**config.mk**
```make
export PLATFORM = sky130hd
export DESIGN_NAME = pipe_hazard_ctrl_flat
export DESIGN_NICKNAME = d
export VERILOG_FILES = /design/src/rtl/pipe_hazard_ctrl_if.sv /design/src/rtl/pipe_hazard_ctrl.sv /design/src/flat_wrapper.sv
export SDC_FILE = /design/constraint.sdc
export NUM_CORES = 1
export LEC_CHECK = 0
export BUFFER_PORTS_ARGS = -buffer_cell sky130_fd_sc_hd__buf_2
export CORE_UTILIZATION = 40
export CTS_CLUSTER_DIAMETER = 80
export DETAILED_ROUTE_END_ITERATION = 7
export PLACE_DENSITY = 0.69
export SLEW_MARGIN = 25
export SYNTH_ARGS = -nofsm -noshare
export SYNTH_HDL_FRONTEND = slang
export SYNTH_SLANG_ARGS = --single-unit
export TNS_END_PERCENT = 20
```
**constraint.sdc**
```tcl
create_clock -name clk -period 2.3 [get_ports clk]
set_clock_uncertainty 0.2 [all_clocks]
set_input_delay 0.23 -clock clk [delete_from_list [all_inputs] [get_ports clk]]
set_output_delay 0.23 -clock clk [all_outputs]
set_load 0.05 [all_outputs]
```
**src/rtl/pipe_hazard_ctrl_if.sv**
```systemverilog
// Hazard-controller bundle: ID/EXE operand and control fields in, pipeline enables,
// flushes and performance counters out.
interface pipe_hazard_ctrl_if #(
    parameter int unsigned ASIZE = 5,
    parameter int unsigned CNT_W = 16
);
    logic             id_valid;
    logic [ASIZE-1:0] id_rs1;
    logic [ASIZE-1:0] id_rs2;
    logic             id_uses_rs2;
    logic [ASIZE-1:0] exe_waddr;
    logic             exe_wen;
    logic             exe_memtoreg;
    logic             exe_branch;
    logic             exe_taken;
    logic             mem_busy;
    logic             pc_en;
    logic             if_id_en;
    logic             id_exe_en;
    logic             if_id_flush;
    logic             id_exe_flush;
    logic [CNT_W-1:0] stall_cnt;
    logic [CNT_W-1:0] flush_cnt;

    modport master (
        output id_valid, id_rs1, id_rs2, id_uses_rs2, exe_waddr, exe_wen, exe_memtoreg,
               exe_branch, exe_taken, mem_busy,
        input  pc_en, if_id_en, id_exe_en, if_id_flush, id_exe_flush, stall_cnt, flush_cnt
    );

    modport slave (
        input  id_valid, id_rs1, id_rs2, id_uses_rs2, exe_waddr, exe_wen, exe_memtoreg,
               exe_branch, exe_taken, mem_busy,
        output pc_en, if_id_en, id_exe_en, if_id_flush, id_exe_flush, stall_cnt, flush_cnt
    );
endinterface

```
**src/rtl/pipe_hazard_ctrl.sv**
```systemverilog
// Five-stage pipeline hazard controller: load-use bubbles, taken-branch flushes and
// data-memory wait freezes, with saturating stall/flush performance counters.
module pipe_hazard_ctrl #(
    parameter int unsigned LU_PENALTY = 1,
    parameter int unsigned CNT_W      = 16,
    parameter int unsigned ASIZE      = 5
) (
    input logic               clk,
    input logic               rst,
    pipe_hazard_ctrl_if.slave hz
);
    typedef enum logic [1:0] {RUN, LU_STALL, MEM_WAIT} state_t;

    state_t           state;
    logic [1:0]       bcnt;
    logic [CNT_W-1:0] stall_q;
    logic [CNT_W-1:0] flush_q;

    logic lu_haz;
    logic br_tk;
    logic pc_en;
    logic if_id_en;
    logic id_exe_en;
    logic if_id_flush;
    logic id_exe_flush;

    assign lu_haz = hz.exe_memtoreg & hz.exe_wen & (hz.exe_waddr != '0) & hz.id_valid &
                    ((hz.exe_waddr == hz.id_rs1) |
                     (hz.id_uses_rs2 & (hz.exe_waddr == hz.id_rs2)));
    assign br_tk  = hz.exe_branch & hz.exe_taken;

    // MEM_WAIT decodes exactly like RUN: busy freezes, otherwise normal RUN priority.
    always_comb begin
        pc_en        = 1'b0;
        if_id_en     = 1'b0;
        id_exe_en    = 1'b0;
        if_id_flush  = 1'b0;
        id_exe_flush = 1'b0;
        if (!rst) begin
            if_id_flush  = 1'b1;
            id_exe_flush = 1'b1;
        end else if (hz.mem_busy) begin
            pc_en = 1'b0;
        end else if (state == LU_STALL) begin
            id_exe_en    = 1'b1;
            id_exe_flush = 1'b1;
        end else if (br_tk) begin
            pc_en        = 1'b1;
            if_id_en     = 1'b1;
            id_exe_en    = 1'b1;
            if_id_flush  = 1'b1;
            id_exe_flush = 1'b1;
        end else if (lu_haz) begin
            id_exe_en    = 1'b1;
            id_exe_flush = 1'b1;
        end else begin
            pc_en     = 1'b1;
            if_id_en  = 1'b1;
            id_exe_en = 1'b1;
        end
    end

    always_ff @(posedge clk) begin
        if (!rst) begin
            state   <= RUN;
            bcnt    <= 2'd0;
            stall_q <= '0;
            flush_q <= '0;
        end else begin
            if (!pc_en && (stall_q != '1)) begin
                stall_q <= stall_q + CNT_W'(1);
            end
            // With rst high, an IF/ID flush only comes from a taken branch.
            if (if_id_flush && (flush_q != '1)) begin
                flush_q <= flush_q + CNT_W'(1);
            end
            case (state)
                LU_STALL: begin
                    if (!hz.mem_busy) begin
                        bcnt <= bcnt - 2'd1;
                        if (bcnt == 2'd1) begin
                            state <= RUN;
                        end
                    end
                end
                default: begin
                    if (hz.mem_busy) begin
                        state <= MEM_WAIT;
                    end else if (br_tk) begin
                        state <= RUN;
                    end else if (lu_haz && (LU_PENALTY > 1)) begin
                        state <= LU_STALL;
                        bcnt  <= 2'(LU_PENALTY - 1);
                    end else begin
                        state <= RUN;
                    end
                end
            endcase
        end
    end

    assign hz.pc_en        = pc_en;
    assign hz.if_id_en     = if_id_en;
    assign hz.id_exe_en    = id_exe_en;
    assign hz.if_id_flush  = if_id_flush;
    assign hz.id_exe_flush = id_exe_flush;
    assign hz.stall_cnt    = stall_q;
    assign hz.flush_cnt    = flush_q;
endmodule

```
**src/flat_wrapper.sv**
```systemverilog
// flat-port wrapper written by rule: the top's interface ports become plain ports
module pipe_hazard_ctrl_flat 
#(
    parameter int unsigned LU_PENALTY = 1,
    parameter int unsigned CNT_W      = 16,
    parameter int unsigned ASIZE      = 5
)
  (clk, rst, hz_id_valid, hz_id_rs1, hz_id_rs2, hz_id_uses_rs2, hz_exe_waddr, hz_exe_wen, hz_exe_memtoreg, hz_exe_branch, hz_exe_taken, hz_mem_busy, hz_pc_en, hz_if_id_en, hz_id_exe_en, hz_if_id_flush, hz_id_exe_flush, hz_stall_cnt, hz_flush_cnt);
  pipe_hazard_ctrl_if #(.ASIZE(ASIZE), .CNT_W(CNT_W)) hz_i ();
  input logic clk;
  input logic rst;
  input wire logic [$bits(hz_i.id_valid)-1:0] hz_id_valid;
  input wire logic [$bits(hz_i.id_rs1)-1:0] hz_id_rs1;
  input wire logic [$bits(hz_i.id_rs2)-1:0] hz_id_rs2;
  input wire logic [$bits(hz_i.id_uses_rs2)-1:0] hz_id_uses_rs2;
  input wire logic [$bits(hz_i.exe_waddr)-1:0] hz_exe_waddr;
  input wire logic [$bits(hz_i.exe_wen)-1:0] hz_exe_wen;
  input wire logic [$bits(hz_i.exe_memtoreg)-1:0] hz_exe_memtoreg;
  input wire logic [$bits(hz_i.exe_branch)-1:0] hz_exe_branch;
  input wire logic [$bits(hz_i.exe_taken)-1:0] hz_exe_taken;
  input wire logic [$bits(hz_i.mem_busy)-1:0] hz_mem_busy;
  output wire logic [$bits(hz_i.pc_en)-1:0] hz_pc_en;
  output wire logic [$bits(hz_i.if_id_en)-1:0] hz_if_id_en;
  output wire logic [$bits(hz_i.id_exe_en)-1:0] hz_id_exe_en;
  output wire logic [$bits(hz_i.if_id_flush)-1:0] hz_if_id_flush;
  output wire logic [$bits(hz_i.id_exe_flush)-1:0] hz_id_exe_flush;
  output wire logic [$bits(hz_i.stall_cnt)-1:0] hz_stall_cnt;
  output wire logic [$bits(hz_i.flush_cnt)-1:0] hz_flush_cnt;
  assign hz_i.id_valid = hz_id_valid;
  assign hz_i.id_rs1 = hz_id_rs1;
  assign hz_i.id_rs2 = hz_id_rs2;
  assign hz_i.id_uses_rs2 = hz_id_uses_rs2;
  assign hz_i.exe_waddr = hz_exe_waddr;
  assign hz_i.exe_wen = hz_exe_wen;
  assign hz_i.exe_memtoreg = hz_exe_memtoreg;
  assign hz_i.exe_branch = hz_exe_branch;
  assign hz_i.exe_taken = hz_exe_taken;
  assign hz_i.mem_busy = hz_mem_busy;
  assign hz_pc_en = hz_i.pc_en;
  assign hz_if_id_en = hz_i.if_id_en;
  assign hz_id_exe_en = hz_i.id_exe_en;
  assign hz_if_id_flush = hz_i.if_id_flush;
  assign hz_id_exe_flush = hz_i.id_exe_flush;
  assign hz_stall_cnt = hz_i.stall_cnt;
  assign hz_flush_cnt = hz_i.flush_cnt;
  pipe_hazard_ctrl #(.LU_PENALTY(LU_PENALTY), .CNT_W(CNT_W), .ASIZE(ASIZE)) u_core (.clk(clk), .rst(rst), .hz(hz_i));
endmodule
```
# Yosys cells after proc, flatten, opt, wreduce, memory -nomap -nowiden

Index checks and enable logic that the tools add are counted.

Register bits: 36
Input bits: 24
Output and inout bits: 37
Logic and storage cells: 49

$add $sub $neg: 3
Equality and inequality tests: 8
Multiplexer cells: 20
Bitwise operators: 8
Reduce and logical (&&, ||, !) cells: 6

Operators by type and width:

| cell                  | number |
|---|---|
| $add 16x1->16 const B | 2 |
| $ne 16x16->1 const B  | 2 |
| $mux 1                | 16 |
| $eq 5x5->1            | 2 |
| $mux 2                | 4 |
| $and 1x1->1           | 6 |
| $reduce_bool 5->1     | 1 |
| $eq 2x1->1 const B    | 2 |
| $ne 2x2->1 const B    | 2 |
| $reduce_and 2->1      | 2 |
| $logic_and 1x1->1     | 2 |
| $sub 2x1->2 const B   | 1 |
| $logic_not 1->1       | 1 |
| $not 1->1             | 1 |
| $or 1x1->1            | 1 |

# Logic depth before layout (Yosys ltp)

Gate-level depths: netlist of the first run.

Depth after elaboration: 11
Mapped depth: 9

# Worst setup path before layout of the first run

No wires, ideal clock.

Kind: in2out
Start point: input port rst
End point: output port hz_pc_en
Data arrival time: 2.643 ns
Data required time: 1.870 ns
Setup slack: -0.773 ns
Stages: 4
Path buffers: 1
Cells stage by stage: inv_1 > nor2_1 > a21boi_0 > buf_4

Cells in the longest elaborated chain, start to end: 1

RTL lines:

| item               | RTL line           | RTL |
|---|---|---|
| start: declaration | flat_wrapper.sv:11 | `input logic rst;` |
| $mux 1             | n/a                |  |
| end: declaration   | flat_wrapper.sv:22 | `output wire logic [$bits(hz_i.pc_en)-1:0] hz_pc_en;` |

No other way between the ends.

# Worst setup path in the final report of the first run

Start point: register u_core.stall_q[9], in the netlist u_core.hz.stall_cnt[9]
End point: register u_core.stall_q[13], in the netlist u_core.hz.stall_cnt[13]

Cells in the longest elaborated chain, start to end: 2

RTL lines:

| item                                                  | RTL line               | RTL |
|---|---|---|
| start: declaration                                    | pipe_hazard_ctrl.sv:16 | `logic [CNT_W-1:0] stall_q;` |
| start signal: assignment                              | pipe_hazard_ctrl.sv:71 | `stall_q <= stall_q + CNT_W'(1);` |
| branches (longest 2 deep; another with $add 16x1->16) | n/a                    |  |

Several ways; the timed one is not identified.
A chain may end at the register's enable or synchronous reset.

==> results_dict.tcl, run 1 <==
set metrics [dict create \
    boundaryPins 61 \
    num_cts_buffers 5 \
    ys.flop_type "sky130_fd_sc_hd__dfxtp_1" \
    clk_latency_ns 0.27 \
    diode_insertion_count_for_antenna_repair 0 \
    post_route_hold_slack_ns 0.0215 \
    hold_path_depth 2 \
    routed_wirelength_um 4360 \
    final.fill_count 350 \
    critical_path.reg2reg.startpoint "u_core.hz.stall_cnt[9]" \
    worstSetupEndpointType "flip-flop" \
    synthDominantAreaCellType "sky130_fd_sc_hd__dfxtp_1" \
    synth_xor_area_share_pct 12.0 \
    total_drc_errors_in_the_routed_layout 0 \
    synth_fa_ha_area_share_pct 1.49 \
    grt_usage_pct 19.0 \
    synth_async_sr_flop_share_pct 0 \
    number_of_antenna_violations_at_the_first_check_in_global_routing 0 \
    min_delay_worst_endpoint "u_core.hz.stall_cnt[8]" \
    number_of_cells_in_the_finished_layout_apart_from_fillers 330 \
    initial_core_util_pct 41.7 \
    regToRegEndpoint "u_core.hz.stall_cnt[13]" \
    power_leakage_nw 1.02 \
    max_slew.worst_pin.slew_ns 0.507 \
    critPathMaxStageDelay_ns 0.47 \
    crit_path_leading_delay_family "simple AND/OR/NAND/NOR gates" \
    synth.area.mux_share_pct 1.19 \
    rsz0062_at_grt "true" \
    pin_count_of_the_biggest_net_entering_global_routing 30 \
    place.detailed.hpwl_um 2940 \
    grt_pass1_vias 1483 \
    setup.worst_path.class "flip-flop to flip-flop" \
    worst_ep_arrival_time_ns 2.28 \
    routed_via_count 1763 \
    tritoncts "built" \
    final-hold-violation-count 0 \
    run_status "complete, no violations" \
    synth_cells 202 \
    rr_worst_depth 7 \
    finish.net_count 305 \
    critPathSlowestCell "sky130_fd_sc_hd__or4_4" \
    yosysWarningCount 0 \
    timing.final.setup_violations 0 \
    synthDominantCellAreaShare_pct 38.2 \
    fp.coreArea_sq_um 4030 \
    route.antenna.remaining_nets 0 \
    ff2ff_setup_slack_ns 0.03 \
    ctsHoldBuffers 0 \
    dpl.cell_count 318 \
    period_share_pct 98.5 \
    post_synth_and_or_nand_nor_area_fraction_pct 27.3 \
    final_max_slew_viol_count 0 \
    worst-endpoint-required_ns 2.31 \
    clkTransAtPathRegs_ns 0.07 \
    detail_route.first_pass.iterations 4 \
    layout_min_cycle_time_ns 2.27 \
    hp-class "input port to flip-flop" \
    die-width_um 66.8 \
    ir_worst_vdd_uv 337 \
    finalWeightedCongestion 0.797 \
    area_growth_pct 45.5 \
    clock_tree.root_cell "sky130_fd_sc_hd__clkbuf_8" \
    maximum_buffer_depth_of_the_clock_tree 2 \
    critical_path_cell_sequence "nand4_1 -> nor4_4 -> or3b_1 -> o22a_4 -> buf_12 -> or4_4 -> a21oi_2" \
    synth-compound-area-share_pct 16.2 \
    avgViaCountPerCell 5.34 \
    postSynthAreaPerCell_sq_um 8.31 \
    drive_above_1_share_pct 39.6 \
    cellPowerDensity_nw_per_um2 560 \
    grt-ovfl-total 0 \
    post_synth_main_area_contributors "sky130_fd_sc_hd__dfxtp_1, sky130_fd_sc_hd__xor2_1, sky130_fd_sc_hd__or3_1" \
    wire_length_of_the_first_global_routing_pass_um 6510 \
    min_from "rst" \
    ys_ff_latch 32 \
    worst-path-max-fanout 8 \
    fp.dieArea_sq_um 4460 \
    synth.distinct_cells 34 \
    synth_edf_count 0 \
    ctsHtreeMaxLevel 2 \
    syn_nets 228 \
    drv.max_cap_violation_count 0 \
    port_buffers 60 \
    route.detailed.wl_per_inst_um 13.2 \
    tritoncts_num_sinks 32 \
    synth_sequential_area_ratio_pct 38.2 \
    floorplan.rows 23 \
    design_power_total_mw 1.37 \
    syn-cell-area_sq_um 1680 \
    synth_top_family_by_area "simple AND/OR/NAND/NOR gates" \
    drt-initial-drc-count 53 \
    worstPathBufferInverterCount 1 \
    chipHeight_um 66.8 \
    slew_headroom_pct 66.0 \
    synth.most_common_cell "sky130_fd_sc_hd__dfxtp_1" \
    synth_commonest_cells "sky130_fd_sc_hd__dfxtp_1, sky130_fd_sc_hd__nor2_1, sky130_fd_sc_hd__a21oi_1, sky130_fd_sc_hd__xor2_1, sky130_fd_sc_hd__or3_1" \
    timing.critical_path.from_type "flip-flop" \
    fmaxAchievable_mhz 441 \
    crit_start "u_core.hz.stall_cnt[9]" \
]
-- layer usage --
metal	track usage, %	up-vias	wire length, um
met1	23.9	817	1990
met4	7.18	0	54
li1	-	888	-
met5	0	-	0
met3	4.11	7	256
met2	31.3	51	2060
-- layout by cell type, fill, tap and decap left out, types with 4 or more instances in the layout --
cell type                  count
sky130_fd_sc_hd__buf_4        13
sky130_fd_sc_hd__nand3_1       7
sky130_fd_sc_hd__nand2_1      13
sky130_fd_sc_hd__nand4_1       9
sky130_fd_sc_hd__o21ai_0      10
sky130_fd_sc_hd__xnor2_1       6
sky130_fd_sc_hd__or3_1        14
sky130_fd_sc_hd__dfxtp_2       9
sky130_fd_sc_hd__xor2_1       17
sky130_fd_sc_hd__and3_1        4
sky130_fd_sc_hd__dfxtp_1      21
sky130_fd_sc_hd__a21oi_1      15
sky130_fd_sc_hd__inv_1         7
sky130_fd_sc_hd__nor2_1       18
sky130_fd_sc_hd__and2_1        5
sky130_fd_sc_hd__buf_2        60
sky130_fd_sc_hd__clkbuf_8      7
-- worst register-to-register path, delay by kind of cell, from the launching register on --
kind	cells	cell delay (ns)
compound gates	2	0.35
buf+inv	1	0.14
flops	1	0.35
simple gates	4	1.17
-- logic make-up (layout without fill, tap and decap cells) --
| family | count (synthesis) | count (layout) |
|---|---|---|
| AOI/OAI and AO/OA | 44 | 44 |
| xor gates and xnor gates | 23 | 23 |
| adders and majority gates | 2 | 2 |
| buffers and inverters | 14 | 92 |
| DFF | 32 | 32 |
| muxes | 2 | 2 |
| and+or+nand+nor | 85 | 85 |
-- registers in the layout (all words and copies together) (netlist names) --
signal and flops:
u_core.hz.flush_cnt 16, u_core.hz.stall_cnt 16
-- through the flow --
| step | cell area, sq um | TNS (ns) | util [%] | worst slack, ns |
|---|---|---|---|---|
| after floorplan | 1710 | -0.114 | - | -0.0565 |
| after global placement | 2150 | 0 | 53.3 | 0.0396 |
| after detailed placement | 2150 | -0.00857 | 53.3 | -0.00857 |
| after CTS | 2320 | 0 | 57.6 | 0.0147 |
| after global routing | 2440 | -0.165 | 60.7 | -0.0378 |
| final | 2440 | 0 | 60.7 | 0.0337 |
-- where the power goes --
group / internal (mW) / switching (mW) / total, mW
Clock: 0.382 / 0.202 / 0.585
Combinational: 0.0805 / 0.125 / 0.206
Sequential: 0.565 / 0.0136 / 0.579
Total: 1.03 / 0.341 / 1.37
-- worst max path at each step --
| stage | cells past startpoint | to |
|---|---|---|
| 2_1_floorplan | 4 | hz_pc_en |
| 4_1_cts | 9 | u_core.hz.stall_cnt[1] |
| 3_3_place_gp | 8 | u_core.hz.stall_cnt[13] |
| 5_1_grt | 8 | u_core.hz.stall_cnt[1] |
| 3_5_place_dp | 8 | u_core.hz.stall_cnt[13] |
| 6_report | 7 | u_core.hz.stall_cnt[13] |
-- area by class of cell --
type / count / area (sq um) / share of cell area (%)
Clock inverter: 1 / 30.0 / 1.23
Timing Repair Buffer: 77 / 487 / 19.9
Sequential cell: 32 / 659 / 27.0
Inverter: 7 / 26.3 / 1.08
Multi-Input combinational cell: 156 / 1080 / 44.3
Clock buffer: 7 / 96.3 / 3.94
Tap cell: 50 / 62.6 / 2.56
-- timing repair --
action                     CTS  global route
gates cloned                 1             1
gates resized for setup      2            19
setup endpoints to repair    2            16
buffers inserted             1             1
pin swaps                    1             5
(Power assumes the default switching activity.)
==> run 2: changes to the inputs <==
--- a/config.mk
+++ b/config.mk
@@ -6,6 +6,7 @@
 export NUM_CORES = 1
 export LEC_CHECK = 0
 export BUFFER_PORTS_ARGS = -buffer_cell sky130_fd_sc_hd__buf_2
+export CORE_ASPECT_RATIO = 1.75
 export CORE_UTILIZATION = 40
 export CTS_CLUSTER_DIAMETER = 80
 export DETAILED_ROUTE_END_ITERATION = 7
==> results_dict.tcl, run 2 (synthesized netlist as in run 1, its figures left out) <==
set metrics [dict create \
    run_status "complete, no violations" \
    ctsHoldBuffers 0 \
    design_power_total_mw 1.18 \
    worstSetupEndpointType "flip-flop" \
    finalWeightedCongestion 0.825 \
    ctsHtreeMaxLevel 2 \
    grt-ovfl-total 0 \
    layout_min_cycle_time_ns 2.26 \
    critPathMaxStageDelay_ns 0.48 \
    maximum_buffer_depth_of_the_clock_tree 2 \
    num_cts_buffers 5 \
    layout_common_cells "sky130_fd_sc_hd__buf_2, sky130_fd_sc_hd__dfxtp_1, sky130_fd_sc_hd__nor2_1" \
    critical_path.reg2reg.startpoint "u_core.hz.stall_cnt[0]" \
    most_common_cell_after_layout_fill_and_taps_aside "sky130_fd_sc_hd__buf_2" \
    drt-initial-drc-count 23 \
    dpl.cell_count 320 \
    power_leakage_nw 0.962 \
    critPathSlowestCell "sky130_fd_sc_hd__or4_4" \
    port_buffers 60 \
    grt_pass1_vias 1626 \
    worst-endpoint-required_ns 2.32 \
    avgViaCountPerCell 5.38 \
    finish.instance_area_sq_um 2290 \
    period_share_pct 98.2 \
    tritoncts_num_sinks 32 \
    chipHeight_um 87.7 \
    worst-path-max-fanout 7 \
    number_of_cells_in_the_finished_layout_apart_from_fillers 329 \
    drv.max_cap_violation_count 0 \
    final.fill_count 403 \
    diode_insertion_count_for_antenna_repair 0 \
    clock_tree.root_cell "sky130_fd_sc_hd__clkbuf_8" \
    area_growth_pct 36.1 \
    tritoncts "built" \
    grt_usage_pct 20.5 \
    drive_above_1_share_pct 37.0 \
    route.antenna.remaining_nets 0 \
    clk_latency_ns 0.29 \
    timing.critical_path.from_type "flip-flop" \
    detail_route.first_pass.iterations 4 \
    pin_count_of_the_biggest_net_entering_global_routing 30 \
    routed_via_count 1770 \
    hp-class "input port to flip-flop" \
    clkTransAtPathRegs_ns 0.06 \
    fp.dieArea_sq_um 4470 \
    initial_core_util_pct 42.6 \
    critical_path_cell_sequence "ha_4 -> nand3_2 -> nor4_2 -> or3b_1 -> o22a_1 -> buf_6 -> or4_4 -> a21oi_2" \
    place.detailed.hpwl_um 3180 \
    finish.net_count 307 \
    crit_start "u_core.hz.stall_cnt[0]" \
    min_from "rst" \
    fmaxAchievable_mhz 443 \
    fp.coreArea_sq_um 3940 \
    cellPowerDensity_nw_per_um2 515 \
    setup.worst_path.class "flip-flop to flip-flop" \
    final_max_slew_viol_count 0 \
    placement.cell_area_sq_um 2160 \
    number_of_antenna_violations_at_the_first_check_in_global_routing 0 \
    boundaryPins 61 \
    wire_length_of_the_first_global_routing_pass_um 6820 \
    die-width_um 51.0 \
    worst_ep_arrival_time_ns 2.28 \
    total_drc_errors_in_the_routed_layout 0 \
    route.detailed.wl_per_inst_um 13.3 \
    routed_wirelength_um 4370 \
    timing.final.setup_violations 0 \
    final-hold-violation-count 0 \
    floorplan.rows 30 \
    slew_headroom_pct 71.2 \
    max_slew.worst_pin.slew_ns 0.422 \
    rsz0062_at_grt "true" \
    ir_worst_vdd_uv 395 \
]
==> run 2: changes by cell type in the layout (fill, tap and decap cells not counted), moves of 2 or more <==
cell	change
sky130_fd_sc_hd__buf_4	+3
sky130_fd_sc_hd__clkbuf_8	-2
sky130_fd_sc_hd__o21ai_0	+3
sky130_fd_sc_hd__o21ai_1	-3
sky130_fd_sc_hd__o31ai_1	+2
sky130_fd_sc_hd__o31ai_4	-2
==> run 2: where the power goes <==
part | total, mW | switching [mW] | internal [mW]
Sequential | 0.578 | 0.0123 | 0.565
Combinational | 0.188 | 0.120 | 0.0680
Clock | 0.411 | 0.205 | 0.205
Total | 1.18 | 0.338 | 0.839
==> run 2: routing by layer <==
layer | global-route usage [%] | share of wire [%] | up-vias
li1 | - | - | 889
met1 | 18.9 | 36 | 816
met2 | 38.6 | 56 | 57
met3 | 4.69 | 5.3 | 8
met4 | 13.4 | 2.3 | 0
met5 | 0 | 0 | -
==> run 2: cell type report <==
type	instances	area [sq um]	area share [%]
Inverter	7	26.3	1.15
Sequential cell	32	658	28.8
Tap cell	48	60.1	2.63
Clock inverter	1	5.00	0.219
Timing Repair Buffer	79	448	19.6
Clock buffer	6	72.6	3.17
Multi-Input combinational cell	156	1020	44.4
==> run 2: path summary, 6_finish.rpt <==
| path | depth (start not counted) | to | slack (ns) |
|---|---|---|---|
| worst max-delay path | 8 | u_core.hz.stall_cnt[13] | 0.04 |
| worst max register to register | 8 | u_core.hz.stall_cnt[13] | 0.04 |
| worst min-delay path | 2 | u_core.hz.stall_cnt[8] | 0.007 |
| worst min register to register | 2 | u_core.hz.stall_cnt[7] | 0.29 |
==> run 2: through the flow <==
step	hold slack (ns)	TNS, ns	setup WS, ns	util (%)
floorplan	0.148	-0.114	-0.0565	-
global placement	0.276	0	0.0489	54.9
detailed placement	0.283	0	0.0147	54.9
CTS	0.00360	0	0.0128	56.9
global route	0.00485	-0.0528	-0.0288	58.0
finish	0.00669	0	0.0412	58.0
==> run 2: what timing repair did <==
action | in CTS | in global routing
gates resized for setup | 1 | 6
setup buffers | 0 | 1
cloned | 0 | 1
pin swaps | 0 | 5
hold endpoints to repair | 0 | 0
setup endpoints to repair | 2 | 4
==> run 2: worst max-delay path, delay by kind of cell, from the launching register on <==
family          cells  cell delay [ns]
simple gates        4             0.99
compound gates      2             0.36
flops               1             0.35
fa+ha+maj           1             0.15
buf+inv             1             0.15
